**config.mk**
```make
export PLATFORM = sky130hd
export DESIGN_NAME = psg_stereo_mixer
export DESIGN_NICKNAME = d
export VERILOG_FILES = /design/src/rtl/psg_stereo_mixer.sv
export SDC_FILE = /design/constraint.sdc
export NUM_CORES = 1
export LEC_CHECK = 0
export CORE_MARGIN = 2
export CORE_UTILIZATION = 55
export DETAILED_ROUTE_END_ITERATION = 12
export DONT_BUFFER_PORTS = 1
export GPL_TIMING_DRIVEN = 0
export PLACE_DENSITY = 0.7
export SLEW_MARGIN = 20
export SYNTH_ARGS = -nofsm -noshare
export SYNTH_HDL_FRONTEND = slang
export SYNTH_SLANG_ARGS = --single-unit
```
**constraint.sdc**
```tcl
create_clock -name CLK -period 7 [get_ports CLK]
set_input_delay 1.75 -clock CLK [delete_from_list [all_inputs] [get_ports CLK]]
set_output_delay 1.75 -clock CLK [all_outputs]
set_load 0.01 [all_outputs]
```
**src/rtl/psg_stereo_mixer.sv**
```systemverilog
// psg_stereo_mixer: time-multiplexed stereo mixer for one or two PSG chips
// (TurboSound), a beeper bit and an 8-bit covox sample. Each sample strobe
// snapshots the inputs and runs a fixed five-step accumulation pass that
// ends with one saturated 16-bit left/right sample pair and a VALID pulse.
module psg_stereo_mixer #(
    parameter logic [7:0] BEEP_LEVEL = 8'd255
) (
    input  logic        CLK,
    input  logic        RESET,
    input  logic        SMP,
    input  logic [7:0]  A0,
    input  logic [7:0]  B0,
    input  logic [7:0]  C0,
    input  logic [7:0]  A1,
    input  logic [7:0]  B1,
    input  logic [7:0]  C1,
    input  logic        TS_EN,
    input  logic [1:0]  STEREO,
    input  logic        BEEPER,
    input  logic        BEEP_EN,
    input  logic [7:0]  COVOX,
    input  logic [1:0]  GAIN,
    output logic [15:0] OUT_L,
    output logic [15:0] OUT_R,
    output logic        VALID,
    output logic        BUSY,
    output logic        OVERRUN
);

    typedef enum logic [2:0] {
        IDLE    = 3'd0,
        S_PSG0  = 3'd1,
        S_PSG1  = 3'd2,
        S_COVOX = 3'd3,
        S_BEEP  = 3'd4,
        S_OUT   = 3'd5
    } state_t;

    // One chip's panned contribution; each side is at most 765.
    typedef struct packed {
        logic [9:0] l;
        logic [9:0] r;
    } pan_t;

    // Panning: 00/11 ABC, 01 ACB, 10 mono.
    function automatic pan_t pan(input logic [7:0] a, input logic [7:0] b,
                                 input logic [7:0] c, input logic [1:0] mode);
        pan_t       p;
        logic [9:0] a10;
        logic [9:0] b10;
        logic [9:0] c10;
        a10 = {2'b00, a};
        b10 = {2'b00, b};
        c10 = {2'b00, c};
        unique case (mode)
            2'b01: begin
                p.l = (a10 << 1) + c10;
                p.r = (b10 << 1) + c10;
            end
            2'b10: begin
                p.l = a10 + b10 + c10;
                p.r = a10 + b10 + c10;
            end
            default: begin
                p.l = (a10 << 1) + b10;
                p.r = (c10 << 1) + b10;
            end
        endcase
        return p;
    endfunction

    // Shift by 5+gain at 19 bits (2040 << 8 still fits), then clamp to 16 bits.
    function automatic logic [15:0] scale_sat(input logic [11:0] acc, input logic [1:0] gain);
        logic [18:0] wide;
        wide = {7'd0, acc} << (4'd5 + {2'b00, gain});
        return (|wide[18:16]) ? 16'hFFFF : wide[15:0];
    endfunction

    state_t      state_q, state_d;
    logic [11:0] acc_l_q, acc_l_d;
    logic [11:0] acc_r_q, acc_r_d;
    logic [15:0] out_l_q, out_l_d;
    logic [15:0] out_r_q, out_r_d;
    logic        valid_q, valid_d;
    logic        overrun_q, overrun_d;
    logic        snap_load;

    // Input snapshot taken at the accepted strobe.
    logic [7:0]  a0_q, b0_q, c0_q, a1_q, b1_q, c1_q, covox_q;
    logic        ts_en_q, beep_q;
    logic [1:0]  stereo_q, gain_q;

    pan_t        pan0, pan1;

    assign pan0 = pan(a0_q, b0_q, c0_q, stereo_q);
    assign pan1 = pan(a1_q, b1_q, c1_q, stereo_q);

    // Capture the inputs that the coming pass is computed from.
    // NOTE: the snapshot has no reset; it is always loaded before a pass reads it.
    always_ff @(posedge CLK) begin
        if (snap_load) begin
            a0_q     <= A0;
            b0_q     <= B0;
            c0_q     <= C0;
            a1_q     <= A1;
            b1_q     <= B1;
            c1_q     <= C1;
            ts_en_q  <= TS_EN;
            stereo_q <= STEREO;
            beep_q   <= BEEPER & BEEP_EN;
            covox_q  <= COVOX;
            gain_q   <= GAIN;
        end
    end

    // Sequencer, accumulators and output registers; reset wins over everything.
    // NOTE: sequential state uses <= so every register samples pre-edge values.
    always_ff @(posedge CLK) begin
        if (RESET) begin
            state_q   <= IDLE;
            acc_l_q   <= '0;
            acc_r_q   <= '0;
            out_l_q   <= '0;
            out_r_q   <= '0;
            valid_q   <= 1'b0;
            overrun_q <= 1'b0;
        end else begin
            state_q   <= state_d;
            acc_l_q   <= acc_l_d;
            acc_r_q   <= acc_r_d;
            out_l_q   <= out_l_d;
            out_r_q   <= out_r_d;
            valid_q   <= valid_d;
            overrun_q <= overrun_d;
        end
    end

    // Next-state and datapath: one accumulation step per state.
    // NOTE: every signal gets a default first so no path can infer a latch.
    always_comb begin
        state_d   = state_q;
        acc_l_d   = acc_l_q;
        acc_r_d   = acc_r_q;
        out_l_d   = out_l_q;
        out_r_d   = out_r_q;
        valid_d   = 1'b0;
        overrun_d = overrun_q | (SMP & (state_q != IDLE));
        snap_load = 1'b0;
        unique case (state_q)
            IDLE: begin
                if (SMP) begin
                    snap_load = 1'b1;
                    acc_l_d   = '0;
                    acc_r_d   = '0;
                    state_d   = S_PSG0;
                end
            end
            S_PSG0: begin
                acc_l_d = acc_l_q + {2'b00, pan0.l};
                acc_r_d = acc_r_q + {2'b00, pan0.r};
                state_d = S_PSG1;
            end
            S_PSG1: begin
                if (ts_en_q) begin
                    acc_l_d = acc_l_q + {2'b00, pan1.l};
                    acc_r_d = acc_r_q + {2'b00, pan1.r};
                end
                state_d = S_COVOX;
            end
            S_COVOX: begin
                acc_l_d = acc_l_q + {4'h0, covox_q};
                acc_r_d = acc_r_q + {4'h0, covox_q};
                state_d = S_BEEP;
            end
            S_BEEP: begin
                if (beep_q) begin
                    acc_l_d = acc_l_q + {4'h0, BEEP_LEVEL};
                    acc_r_d = acc_r_q + {4'h0, BEEP_LEVEL};
                end
                // Register the scaled result now so it is already on the
                // outputs during S_OUT, together with VALID.
                out_l_d = scale_sat(acc_l_d, gain_q);
                out_r_d = scale_sat(acc_r_d, gain_q);
                valid_d = 1'b1;
                state_d = S_OUT;
            end
            S_OUT: begin
                state_d = IDLE;
            end
            default: begin
                state_d = IDLE;
            end
        endcase
    end

    assign OUT_L   = out_l_q;
    assign OUT_R   = out_r_q;
    assign VALID   = valid_q;
    assign BUSY    = (state_q != IDLE);
    assign OVERRUN = overrun_q;

endmodule

```
; ---- Yosys cells after proc, flatten, opt, wreduce, memory -nomap -nowiden
; Cells that the tools add are included.
; Widths: inputs -> output; s select.
[totals]
regBits = 123
inputBits = 66
out_inout_bits = 35
wordCells = 76
[classes]
addsub = 21
n_eq_ne = 8
n_shift = 2
mux = 18
bitwise = 3
n_reduce_logical = 6
[ops]
columns = op, n
row1 = $pmux 12 s5, 2
row2 = $add 9x8->10, 10
row3 = $mux 12, 7
row4 = $pmux 20 s2, 2
row5 = $add 12x10->12, 4
row6 = $shl 12x4->19, 2
row7 = $mux 16, 2
row8 = $add 12x8->12, 2
row9 = $add 12x8->12 const B, 2
row10 = $add 8x8->9, 2
row11 = $pmux 3 s5, 1
row12 = $eq 3x2->1 const B, 2
row13 = $reduce_or 3->1, 2
row14 = $reduce_bool 5->1, 1
row15 = $add 3x2->4 const A, 1
row16 = $ne 2x2->1 const B, 2
row17 = $eq 3x1->1 const B, 1
row18 = $eq 3x3->1 const B, 1
row19 = $logic_not 3->1, 1
row20 = $mux 1, 3
row21 = $mux 3, 1
row22 = $reduce_and 3->1, 1
row23 = $reduce_bool 3->1, 1
row24 = $and 1x1->1, 2
row25 = 3 further kinds, 3

; ---- Logic depth before layout (Yosys ltp)
[depth]
ltp_word = 6
mapped_depth = 26
ltp_nobuf = 24

; ---- Worst setup path before layout
; OpenSTA, ideal clock, no wires.
[synth_timing]
kind = input -> register
start = input port SMP
end = register a0_q[0], enable pin
setup_time_ns = 0.482
arrival_ns = 4.363
t_required_ns = 6.518
slack_ns = 2.155
cell_stages = 2
path_buffers = 0
path_cell_list = inv_1 > nor2_1
[synth_between]
elab_chain_len = 2
[synth_rtl]
columns = element, line
row1 = from (decl), 10  ; input logic SMP,
row2 = $mux 1, 151  ; if (SMP) begin
row3 = $mux 1, 149  ; unique case (state_q)
row4 = net snap_load, 86  ; logic snap_load;
row5 = to (signal assigned), 102  ; a0_q <= A0;
row6 = to (decl), 89  ; logic [7:0] a0_q, b0_q, c0_q, a1_q, b1_q, c1_q, covox_q;
; The timed path passes the listed nets, and every way through them passes these cells.
; A chain may end at the register's enable or synchronous reset.

; ---- Worst setup path after layout
[layout_timing]
start = register stereo_q[1]
end = register acc_l_q[10]
[layout_between]
elab_chain_len = 5
word_cells_on_any_way = 8
classes_between = add/sub (2) / eq/ne (2) / mux (4)
[layout_rtl]
columns = element, line
row1 = from (decl), 91  ; logic [1:0] stereo_q, gain_q;
row2 = from (signal assigned), 109  ; stereo_q <= STEREO;
row3 = $eq 2x2->1 or $eq 2x1->1 (tied branches), 55  ; unique case (mode)
row4 = $pmux 20 s2, 55
row5 = $add 12x10->12, 165  ; acc_l_d = acc_l_q + {2'b00, pan1.l};
row6 = $mux 12, 164  ; if (ts_en_q) begin
row7 = $pmux 12 s5 (*), 149
row8 = to (signal assigned), 129  ; acc_l_q <= acc_l_d;
row9 = to (decl), 80  ; logic [11:0] acc_l_q, acc_l_d;
; Mark *: on every way between the ends. The rest lies on a longest branch, timed or not. The select of a mux whose other input is x is not followed.

==> summary.md <==
| Metric | Value |
|---|---|
| Yosys reg bits | `123` |
| Synth cell types | `76` |
| P_int | `1.96 mW` |
| Total power | `3.35 mW` |
| Worst Setup Path Type | `register to register` |
| Failing checks | `design-rule violations` |
| Initial antenna violation count | `0` |
| Hold Buf Count CTS | `0` |
| Post-synthesis mux area share | `3.97%` |
| Synth Area in XOR/XNOR | `6.44%` |
| Clock network fraction of total power | `26.6%` |
| DR vias | `8986` |
| First-pass DRT Iterations | `10` |
| Status | `finished with violations` |
| Avg WL per Cell | `20.5 um` |
| Crit. End Element | `register` |
| Startpoint types | `register` |
| Rows | `49` |
| Diode count | `0` |
| Die ar. | `19600 sq um` |
| Synth warn | `0` |
| # DRC | `4` |
| Layout Nets | `1352` |
| Setup tns final | `0 ns` |
| Adder-Cell Fraction of Synth Area | `15.6%` |
| Max Buffers Root-to-Sink | `2` |
| Arr. time, crit path | `6.00 ns` |
| IO Count | `101` |
| Max-Slew Margin vs Limit | `39.4%` |
| Chip width | `140 um` |
| Post-Synthesis Cells | `1154` |
| Wirelength, routed | `29.1 mm` |
| GRT Overall Usage | `30.3%` |
| Post-Layout Cell Count | `1417` |
| Worst-path clk slew | `0.06 ns` |
| Via/cell ratio | `6.34` |
| CP Data Required Time | `7.35 ns` |
| Switching Share | `41.6%` |
| Initial Utilization | `56.3%` |
| Post-synthesis compound-gate area fraction | `23.6%` |
| Async S/R FF share, synth | `0%` |
| Clk_lat worst skew | `0.43 ns` |
| FMAX | `0.177 GHz` |
| Mapped Area | `10200 sq um` |
| Worst vdd ir | `0.201 mV` |
| HP Class | `register to register` |
| Leakage dissipation | `4.28 nW` |
| Largest net degree at the start of global routing | `32` |
| Slew Viols, Final | `0` |
| Simple-gate area share of the yosys netlist | `15.4%` |
| Share of cells above drive strength 1 | `6.73%` |
| P&R area growth vs syn | `8.95%` |
| Routability cong. | `0.959` |
| Slew @ Worst Pin | `0.896 ns` |
| Final ANT Viol Nets | `0` |
| Buffers on Ports | `0` |
| Commonest register cell after synthesis | `edfxtp_1` |
| Fin crit period | `5.64 ns` |
| Placed cell count | `1385` |
| Gr ovfl total | `0` |
| Setup bufs post-CTS | `0` |
| Hold_ws | `0.505 ns` |
| Synthesized area per cell | `8.83 sq um` |
| Cts repair resizes | `0` |
| Power Density | `301 nW/um^2` |
| Post-synth EDFFs | `62` |
| CTS Root Cell | `clkbuf_16` |
| Flop pwr share | `27.3%` |
| Die span in y | `140 um` |
| Syn nets | `1331` |
| Final setup viols | `0` |
| Sw Pwr | `1.39 mW` |
| Layout Skew | `0.00814 ns` |
| H-tree levels | `4` |
| CTS sink count | `123` |
| RSZ-0062 raised after global routing | `no` |
| CP max FO | `10` |
| CTS tree | `done` |
| First-pass GRT wire length | `46.6 mm` |
| Post-detail-place hpwl | `22.7 mm` |
| Crit share post-route | `80.6%` |
| Max-cap viol count | `0` |
| Largest family of logic cells by synthesized area | `compound AO/OA/AOI/OAI gates` |
| Part of the power in combinational logic | `46.1%` |
| DRT iter0 DRCs | `656` |
| Vias in the first global route | `8733` |
| Core Area | `18100 sq um` |
| Final hold viol count | `0` |
| Number of buffers created by CTS | `17` |
| Sequential element share of the synthesized area | `30.3%` |
cells by family (layout without fill, tap and decap cells):
group / Yosys count / in the layout
AO/OA/AOI/OAI: 369 / 369
XOR/XNOR: 74 / 74
adder cells (fa/ha/maj): 112 / 112
buffers and inverters: 123 / 157
flip-flops: 123 / 123
multiplexers: 35 / 35
AND/OR/NAND/NOR: 318 / 318
power by group through the flow:
stage               Sequential, mW  Clock (mW)  Combinational (mW)
floorplan                    0.906           0                1.14
global placement             0.934           0                1.48
detailed placement           0.928           0                1.51
CTS                          0.913       0.895                1.52
global route                 0.924       0.922                1.71
finish                       0.914       0.890                1.54
path summary, 6_finish.rpt:
| kind | startpoint | to | slack (ns) | cells after the start |
|---|---|---|---|---|
| worst max-delay path | stereo_q[1] | acc_l_q[10] | 1.36 | 24 |
| worst min-delay path | OUT_R[1] | OUT_R[1] | 0.50 | 2 |
| worst max register to register | stereo_q[1] | acc_l_q[10] | 1.36 | 24 |
| worst min register to register | OUT_R[1] | OUT_R[1] | 0.50 | 2 |
layer usage:
| layer | share of wire (%) | routed length, um | vias to the layer above | global-route usage (%) |
|---|---|---|---|---|
| li1 | - | - | 4303 | - |
| met1 | 43 | 12400 | 4237 | 38.7 |
| met2 | 47 | 13800 | 360 | 50.3 |
| met3 | 5.5 | 1590 | 86 | 4.92 |
| met4 | 4.6 | 1330 | 0 | 14.7 |
| met5 | 0 | 0 | - | 0 |
stage by stage:
stage | instance area [sq um] | setup WS, ns | util [%]
final | 11100 | 1.36 | 61.4
after global routing | 11100 | 0.994 | 61.4
after CTS | 11100 | 1.43 | 61.4
after detailed placement | 10500 | 1.48 | 58.2
after global placement | 10500 | 1.06 | 57.9
after floorplan | 10200 | 2.15 | -
layout by cell type (no fill, tap or decap), drive strengths merged, types with 5 or more instances in the layout:
cell type  instances
edfxtp            62
or3                8
a31oi              9
ha                85
o31ai              5
nor4               7
a22oi             13
mux2i             19
nor2              96
o221ai             6
inv               57
buf               21
o21a              16
nor3              32
a221oi            12
o21bai             8
nand3             16
nand2b            18
o32ai              6
xor2              30
nand3b             5
nor2b             19
and3               6
a21oi             83
dfxtp             61
o22ai             10
o211ai             9
fa                26
clkbuf            74
xnor2             44
o41ai              6
o21ai            105
nand4              7
a211oi            32
nand2             80
mux2              13
a21o              18
a221o              5
area by class of cell:
class / instances / area (sq um)
plain buffers: 75 / 305
clock buffers: 18 / 450
clock inverters: 14 / 128
fillers: 1580 / 6990
inverters: 48 / 180
multi-input cells: 908 / 6630
flip-flops and latches: 123 / 3080
well taps: 229 / 287
repair buffers: 2 / 40.0
flip-flops by register name, summed over array words and instances, names as in the netlist:
signal,flops
c0_q,8
acc_l_q,12
ts_en_q,1
state_q,3
OUT_R,16
gain_q,2
covox_q,8
b1_q,8
a1_q,8
OVERRUN,1
acc_r_q,12
a0_q,8
OUT_L,16
VALID,1
stereo_q,2
b0_q,8
c1_q,8
beep_q,1
cells in the mapped netlist, drive strengths merged (10+ instances only):
cell | count | area (sq um)
a22oi | 13 | 97.6
nand3 | 16 | 80.1
o21a | 16 | 120
dfxtp | 61 | 1220
a21o | 18 | 135
fa | 26 | 521
nand2 | 80 | 305
inv | 48 | 180
o22ai | 10 | 62.6
ha | 85 | 1060
xnor2 | 44 | 385
edfxtp | 62 | 1860
a211oi | 32 | 245
a21oi | 83 | 415
mux2 | 13 | 146
nand2b | 18 | 113
o21ai | 105 | 526
xor2 | 30 | 270
nor3 | 32 | 180
nor2 | 96 | 360
mux2i | 19 | 190
buf | 19 | 95.1
nor2b | 19 | 119
clkbuf | 56 | 210
a221oi | 12 | 105
critical path, cell delays in order, from the launching register on:
cell      delay, ns
edfxtp_1       0.40
inv_1          0.10
ha_1           0.30
clkbuf_1       0.46
buf_1          0.62
nand2_1        0.14
o21ai_0        0.11
ha_1           0.19
inv_1          0.05
fa_1           0.42
nor2b_1        0.13
o21a_1         0.14
o21ai_0        0.13
nor2b_1        0.18
a21oi_1        0.13
o21ai_0        0.13
a21oi_1        0.18
a21oi_1        0.08
ha_1           0.29
and2_1         0.15
a221oi_1       0.40
o21ai_0        0.27
a311oi_1       0.30
o21ai_0        0.10
a31oi_1        0.17
Power figures use the tool's default switching activity.
